## config.mk

```make
export PLATFORM = sky130hd
export DESIGN_NAME = multicycle_controller
export DESIGN_NICKNAME = d
export VERILOG_FILES = /design/src/rtl/multicycle_controller.sv
export SDC_FILE = /design/constraint.sdc
export NUM_CORES = 1
export LEC_CHECK = 0
export CAP_MARGIN = 10
export CORE_MARGIN = 2
export CORE_UTILIZATION = 35
export DETAILED_ROUTE_END_ITERATION = 12
export PLACE_DENSITY_LB_ADDON = 0.25
export SLEW_MARGIN = 0
export SYNTH_ARGS = -nofsm -noshare
export SYNTH_HDL_FRONTEND = slang
export SYNTH_SLANG_ARGS = --single-unit
```

## constraint.sdc

```tcl
create_clock -name clk -period 1.4 [get_ports clk]
set_input_delay 0.21 -clock clk [delete_from_list [all_inputs] [get_ports clk]]
set_output_delay 0.21 -clock clk [all_outputs]
set_load 0.03 [all_outputs]
```

## src/rtl/multicycle_controller.sv

```systemverilog
// Main controller for a multicycle MIPS datapath: Moore sequencing FSM plus ALU decoder.
// Supports lw, sw, R-type add/sub/and/or/slt, beq, addi and j.
module multicycle_controller (
    input  logic       clk,
    input  logic       reset,
    input  logic [5:0] op,
    input  logic [5:0] funct,
    input  logic       zero,
    output logic       pcen,
    output logic       iord,
    output logic       memwrite,
    output logic       irwrite,
    output logic       regdst,
    output logic       memtoreg,
    output logic       regwrite,
    output logic       alusrca,
    output logic [1:0] alusrcb,
    output logic [1:0] pcsrc,
    output logic [2:0] alucontrol,
    output logic       illegal,
    output logic [3:0] state
);

    typedef enum logic [3:0] {
        FETCH   = 4'd0,
        DECODE  = 4'd1,
        MEMADR  = 4'd2,
        MEMRD   = 4'd3,
        MEMWB   = 4'd4,
        MEMWR   = 4'd5,
        EXECUTE = 4'd6,
        ALUWB   = 4'd7,
        BRANCH  = 4'd8,
        ADDIEX  = 4'd9,
        ADDIWB  = 4'd10,
        JUMP    = 4'd11
    } state_t;

    localparam logic [5:0] OP_RTYPE = 6'b000000;
    localparam logic [5:0] OP_LW    = 6'b100011;
    localparam logic [5:0] OP_SW    = 6'b101011;
    localparam logic [5:0] OP_BEQ   = 6'b000100;
    localparam logic [5:0] OP_ADDI  = 6'b001000;
    localparam logic [5:0] OP_J     = 6'b000010;

    state_t     state_q, state_d;
    logic [1:0] aluop;
    logic       pcwrite, branch;
    logic       irwrite_raw, regwrite_raw, memwrite_raw;
    logic       state_valid;

    always_ff @(posedge clk) begin
        if (reset) state_q <= FETCH;
        else       state_q <= state_d;
    end

    always_comb begin
        state_d      = FETCH;
        aluop        = 2'b00;
        pcwrite      = 1'b0;
        branch       = 1'b0;
        irwrite_raw  = 1'b0;
        regwrite_raw = 1'b0;
        memwrite_raw = 1'b0;
        iord         = 1'b0;
        regdst       = 1'b0;
        memtoreg     = 1'b0;
        alusrca      = 1'b0;
        alusrcb      = 2'b00;
        pcsrc        = 2'b00;
        illegal      = 1'b0;
        state_valid  = 1'b1;
        case (state_q)
            FETCH: begin
                alusrcb     = 2'b01;
                irwrite_raw = 1'b1;
                pcwrite     = 1'b1;
                state_d     = DECODE;
            end
            DECODE: begin
                alusrcb = 2'b11;
                case (op)
                    OP_LW, OP_SW: state_d = MEMADR;
                    OP_RTYPE:     state_d = EXECUTE;
                    OP_BEQ:       state_d = BRANCH;
                    OP_ADDI:      state_d = ADDIEX;
                    OP_J:         state_d = JUMP;
                    default: begin
                        illegal = 1'b1;
                        state_d = FETCH;
                    end
                endcase
            end
            MEMADR: begin
                alusrca = 1'b1;
                alusrcb = 2'b10;
                state_d = (op == OP_LW) ? MEMRD : MEMWR;
            end
            MEMRD: begin
                iord    = 1'b1;
                state_d = MEMWB;
            end
            MEMWB: begin
                memtoreg     = 1'b1;
                regwrite_raw = 1'b1;
            end
            MEMWR: begin
                iord         = 1'b1;
                memwrite_raw = 1'b1;
            end
            EXECUTE: begin
                alusrca = 1'b1;
                aluop   = 2'b10;
                state_d = ALUWB;
            end
            ALUWB: begin
                regdst       = 1'b1;
                regwrite_raw = 1'b1;
            end
            BRANCH: begin
                alusrca = 1'b1;
                aluop   = 2'b01;
                pcsrc   = 2'b01;
                branch  = 1'b1;
            end
            ADDIEX: begin
                alusrca = 1'b1;
                alusrcb = 2'b10;
                state_d = ADDIWB;
            end
            ADDIWB: regwrite_raw = 1'b1;
            JUMP: begin
                pcsrc   = 2'b10;
                pcwrite = 1'b1;
            end
            default: state_valid = 1'b0;
        endcase
    end

    // Unused encodings drive every output low, including the ALU function.
    always_comb begin
        alucontrol = 3'b000;
        if (state_valid) begin
            case (aluop)
                2'b00: alucontrol = 3'b010;
                2'b01: alucontrol = 3'b110;
                default: begin
                    case (funct)
                        6'b100010: alucontrol = 3'b110;
                        6'b100100: alucontrol = 3'b000;
                        6'b100101: alucontrol = 3'b001;
                        6'b101010: alucontrol = 3'b111;
                        default:   alucontrol = 3'b010;
                    endcase
                end
            endcase
        end
    end

    // Write strobes are gated by reset so an abandoned instruction commits nothing.
    assign pcen     = (pcwrite | (branch & zero)) & ~reset;
    assign irwrite  = irwrite_raw  & ~reset;
    assign regwrite = regwrite_raw & ~reset;
    assign memwrite = memwrite_raw & ~reset;
    assign state    = state_q;

endmodule

```

==> impl_metrics.py, run 1 <==
metrics = {
    "run_status": {
        "status": "did not finish",
        "flow.stopped_at": "global routing (5_1_grt)",
        "tool.error": "[ERROR DPL-0038] Utilization greater than 100%, impossible to legalize",
    },
    "yosys": {
        "synth_top_family_by_area": "simple AND/OR/NAND/NOR gates",
        "synth_simple_gate_area_share_pct": 38.7,
        "yosys_warnings": 0,
        "synthTopCellsByArea": "sky130_fd_sc_hd__dfxtp_1 (15%), sky130_fd_sc_hd__nor2_1 (9.0%), sky130_fd_sc_hd__nor3_1 (8.3%), sky130_fd_sc_hd__a21oi_1 (5.6%), sky130_fd_sc_hd__a2111oi_2 (5.6%)",
        "post_synth_xor_area_fraction_pct": 4.86,
        "synth_largest_type_area_fraction_pct": 14.8,
        "synth_area_per_cell_sq_um": 6.84,
        "yosys.area.top_type": "sky130_fd_sc_hd__dfxtp_1",
        "synth-seq-cells": 4,
        "mappedNetlistArea_sq_um": 541,
        "synthAdderAreaFrac_pct": 0,
        "postSynthNetCount": 94,
        "muxShareOfSynthArea_pct": 1.85,
        "synth-compound-area-share_pct": 32.4,
        "synth_cells": 79,
        "synth.distinct_cells": 30,
        "synth.yosys.seq_area_share_pct": 14.8,
    },
    "place": {
        "globalplace.congestion": 0.879,
        "place.detailed.hpwl_um": 1740,
        "placement.setup.worst_slack_ps": -507,
        "numPortBuffers": 34,
    },
    "clock_network": {
        "ctsHoldBuffers": 0,
        "cts_buffer_depth": 2,
        "cts-buffers-inserted": 3,
        "clk_sinks": 4,
        "htreeDepth": 1,
        "clock-root-buffer": "sky130_fd_sc_hd__clkbuf_4",
    },
    "sta": {
        "grt_repair_worst_endpoint": "regwrite",
        "worstEndpointType": "primary output",
    },
    "floorplan": {
        "floorplan.die.width_um": 43.3,
        "die_h_um": 43.3,
        "boundaryPins": 35,
        "start_util_pct": 36.7,
        "rows": 14,
    },
    "global_routing": {
        "grt_start_max_net_pins": 11,
    },
}
## repair_timing
item                                    in CTS
resized for setup                           63
endpoints found under the setup margin      19
buffers inserted                            11
pin swaps                                   12
## synthesized netlist by cell type
library cell / number
sky130_fd_sc_hd__dfxtp_1: 4
sky130_fd_sc_hd__and3_1: 2
sky130_fd_sc_hd__a2111o_1: 1
sky130_fd_sc_hd__o21ai_0: 5
sky130_fd_sc_hd__or4_1: 1
sky130_fd_sc_hd__a2111oi_2: 2
sky130_fd_sc_hd__nand2_1: 4
sky130_fd_sc_hd__a21oi_1: 6
sky130_fd_sc_hd__nand3_1: 3
sky130_fd_sc_hd__nor3_1: 9
sky130_fd_sc_hd__a41oi_1: 1
sky130_fd_sc_hd__o21bai_1: 1
sky130_fd_sc_hd__o211ai_1: 3
sky130_fd_sc_hd__buf_4: 1
sky130_fd_sc_hd__buf_6: 1
sky130_fd_sc_hd__o22a_1: 1
sky130_fd_sc_hd__nor4_1: 2
sky130_fd_sc_hd__inv_1: 3
sky130_fd_sc_hd__nand2b_1: 2
sky130_fd_sc_hd__xor2_1: 2
sky130_fd_sc_hd__o21a_1: 1
sky130_fd_sc_hd__a21oi_2: 1
sky130_fd_sc_hd__nand4_1: 1
sky130_fd_sc_hd__nor2b_1: 1
sky130_fd_sc_hd__nor2_1: 13
sky130_fd_sc_hd__a211oi_1: 2
sky130_fd_sc_hd__nand2b_4: 2
sky130_fd_sc_hd__buf_2: 2
sky130_fd_sc_hd__mux2i_1: 1
sky130_fd_sc_hd__xnor2_1: 1
## per-stage QoR
stage                     std cells  util, %  instance area (sq um)
after CTS                       170     92.8                   1370
after detailed placement        155     77.1                   1130
after global placement          155     77.1                   1130
after floorplan                  79        -                    629
## logic make-up after synthesis
family | count (synthesis)
buffers and inverters | 7
multiplexers | 1
AND/OR/NAND/NOR | 40
flip-flops | 4
AO/OA/AOI/OAI | 24
XOR/XNOR | 3
==> run 2, diff against run 1 <==
Settings changed: CORE_AREA set to 2 2 63 65, CORE_MARGIN 2 to unset, CORE_UTILIZATION 35 to unset, DIE_AREA set to 0 0 65 67, PLACE_DENSITY_LB_ADDON 0.25 to 0.15.
==> run 2 against run 1 <==
Effect of this change: the flow now finishes, with violations (setup timing); synthesized cell count unchanged; area after synthesis is the same.
==> impl_metrics.py, run 2 <==
metrics = {
    "run_status": {
        "status": "finished with violations",
        "failed_checks": "setup timing",
    },
    "critical_path": {
        "ff2ff_path_depth": 6,
        "category_of_the_critical_setup_timing_path": "register to output port",
        "required_ps": 1190,
        "cp-start-kind": "register",
        "cp_max_fo": 5,
        "crit_arrival_ps": 1360,
        "endpoint_kind": "output port",
    },
    "clock_network": {
        "clkTransAtPathRegs_ps": 30,
        "clock-root-buffer": "sky130_fd_sc_hd__clkbuf_8",
        "clk-insertion-delay-late_ps": 210,
        "htreeDepth": 1,
        "cts_buffer_depth": 2,
        "ctsHoldBuffers": 0,
        "cts-buffers-inserted": 3,
        "clk_sinks": 4,
        "cts_tree": "built",
    },
    "floorplan": {
        "rows": 22,
        "die_area_sq_um": 4360,
        "boundaryPins": 35,
        "core_sq_um": 3610,
        "start_util_pct": 15.0,
        "die_h_um": 67,
        "floorplan.die.width_um": 65,
    },
    "sta": {
        "report.final.setup_viol": 12,
        "timing.final.max_slew_violations": 0,
        "fin_setup_tns_ps": -1220,
        "maxClockFrequency_mhz": 637,
        "timing.max_slew.rel_slack_pct": 78.6,
        "final_period_minus_worst_setup_slack_ps": 1570,
        "max_slew.worst_pin.slew_ps": 320,
        "period_share_pct": 112,
        "rsz0062_at_grt": "true",
        "fin_worst_skew_ps": 4.05,
        "report.final.hold_viol_count": 0,
        "timing.final.ws_setup_ps": -170,
    },
    "drt": {
        "detail_route.drc_violations": 0,
        "wl_um": 2560,
        "wl_per_cell_um": 12.5,
        "drt_first_iter_violations": 14,
        "vias": 882,
        "post_detailed_route_count_of_antenna_violating_nets": 0,
        "vias_per_cell": 4.30,
        "detail_route.first_pass.iterations": 3,
    },
    "yosys": {
        "synth-seq-cells": 4,
        "synthTopCellsByArea": "sky130_fd_sc_hd__dfxtp_1 (15%), sky130_fd_sc_hd__nor2_1 (9.0%), sky130_fd_sc_hd__nor3_1 (8.3%), sky130_fd_sc_hd__a21oi_1 (5.6%), sky130_fd_sc_hd__a2111oi_2 (5.6%)",
        "yosys.area.top_type": "sky130_fd_sc_hd__dfxtp_1",
        "synth-edff-count": 0,
        "synth.yosys.seq_area_share_pct": 14.8,
        "synth_largest_type_area_fraction_pct": 14.8,
        "synth_area_per_cell_sq_um": 6.84,
        "synth_async_sr_flop_share_pct": 0,
        "synth.distinct_cells": 30,
        "mappedNetlistArea_sq_um": 541,
        "synth_cells": 79,
        "ys.flop_type": "sky130_fd_sc_hd__dfxtp_1",
        "yosys_warnings": 0,
        "yosysMostFrequentCell": "sky130_fd_sc_hd__nor2_1",
        "postSynthNetCount": 94,
        "synth.top_cells.by_count": "sky130_fd_sc_hd__nor2_1 (13), sky130_fd_sc_hd__nor3_1 (9), sky130_fd_sc_hd__a21oi_1 (6)",
    },
    "place": {
        "place.detailed.hpwl_um": 1780,
        "globalplace.congestion": 0.735,
        "placement.setup.worst_slack_ps": -544,
        "numPortBuffers": 34,
    },
    "finish": {
        "fill_cells": 379,
        "final_common_cell": "sky130_fd_sc_hd__buf_4",
        "finalNetCount": 173,
        "largest_reg_flops": 4,
        "diodes": 0,
        "syn2layout_area_growth_pct": 192,
        "share_of_final_layout_standard_cells_stronger_than_drive_strength_1_pct": 73.2,
        "most-common-layout-cells": "sky130_fd_sc_hd__buf_4 (43), sky130_fd_sc_hd__buf_6 (15), sky130_fd_sc_hd__dlygate4sd2_1 (13)",
    },
    "global_routing": {
        "grt_usage_pct": 11.6,
        "total_overflow_reported_by_the_global_router": 0,
        "antenna_violations_before_repair": 0,
        "grt_start_max_net_pins": 12,
        "grt_pass1_wl_um": 3950,
        "grt_pass1_vias": 853,
    },
    "power_and_ir_drop": {
        "power.static_leakage_nw": 0.644,
        "powerDensity_nw_per_um2": 438,
        "maximum_vdd_drop_v": 0.000151,
    },
    "run": {
        "timing.max_cap.violations": 0,
    },
    "min_path": {
        "hold_depth": 3,
        "holdCritPathClass": "input pin to register",
    },
}
## run 2: cell counts after synthesis
Identical to the previous run, type by type.
## run 2: power breakdown
group | leakage (nW) | switching (W) | internal, W | total, W
Combinational | 0.586 | 0.000151 | 0.000172 | 0.000322
Sequential | 0.0349 | 0.00000467 | 0.000116 | 0.000120
Clock | 0.0228 | 0.0000557 | 0.000194 | 0.000250
## run 2: path summary, 6_finish.rpt
check	slack [ps]	to	startpoint
setup / recovery	-170	illegal	state[1]$_SDFF_PP0_
hold / removal	530	state[3]$_SDFF_PP0_	reset
setup reg to reg	-60	state[0]$_SDFF_PP0_	state[1]$_SDFF_PP0_
hold reg to reg	700	state[3]$_SDFF_PP0_	state[3]$_SDFF_PP0_
## run 2: cells by family after synthesis
| kind of cell | count (synthesis) | synth area share (%) |
|---|---|---|
| buf+inv | 7 | 7.41 |
| mux | 1 | 1.85 |
| simple gates | 40 | 38.7 |
| xor+xnor | 3 | 4.86 |
| compound gates | 24 | 32.4 |
| flops | 4 | 14.8 |
## run 2: metal layers
metal / wire [um] / vias to the layer above / track usage (%)
li1: - / 450 / -
met3: 108 / 0 / 1.52
met1: 1070 / 410 / 14.5
met5: 0 / - / 0
met4: 0 / 0 / 2.39
met2: 1380 / 22 / 21.0
## run 2: final cells by class
class	instances	area, sq um	share of cell area (%)
clock buffer	4	45.0	2.85
timing repair buffer	78	723	45.8
inverter	3	17.5	1.11
multi-input combinational	68	644	40.8
sequential	4	90.1	5.70
tap	48	60.1	3.80
## run 2: repair_timing
action	4_1_cts	5_1_grt
buffers inserted	15	3
cloned	1	0
pin swaps	17	7
gates resized for setup	53	25
setup endpoints to repair	17	20
## run 2: metrics by stage
step / area (sq um) / cells / power [W] / utilization (%) / hold slack, ps
after floorplan: 629 / 79 / 0.000235 / - / 279
after global placement: 1150 / 182 / 0.000367 / 31.9 / 689
after detailed placement: 1150 / 182 / 0.000369 / 31.9 / 701
after CTS: 1480 / 202 / 0.000685 / 41.0 / 555
after global routing: 1580 / 205 / 0.000733 / 43.8 / 552
final: 1580 / 205 / 0.000692 / 43.8 / 535
## run 2: critical path: stages, from the launching register on
cell and delay, ps:
sky130_fd_sc_hd__dfxtp_4 350, sky130_fd_sc_hd__buf_12 130, sky130_fd_sc_hd__nand2b_4 140, sky130_fd_sc_hd__buf_6 130, sky130_fd_sc_hd__nor4_4 200, sky130_fd_sc_hd__buf_4 200
No activity file was read; power rests on OpenSTA's default activity.
==> run 3, diff against run 2 <==
Settings changed: SLEW_MARGIN 0 to 20.
==> results of run 3 <==
Same layout as run 2: the final DEF is identical, and so are final timing and power.
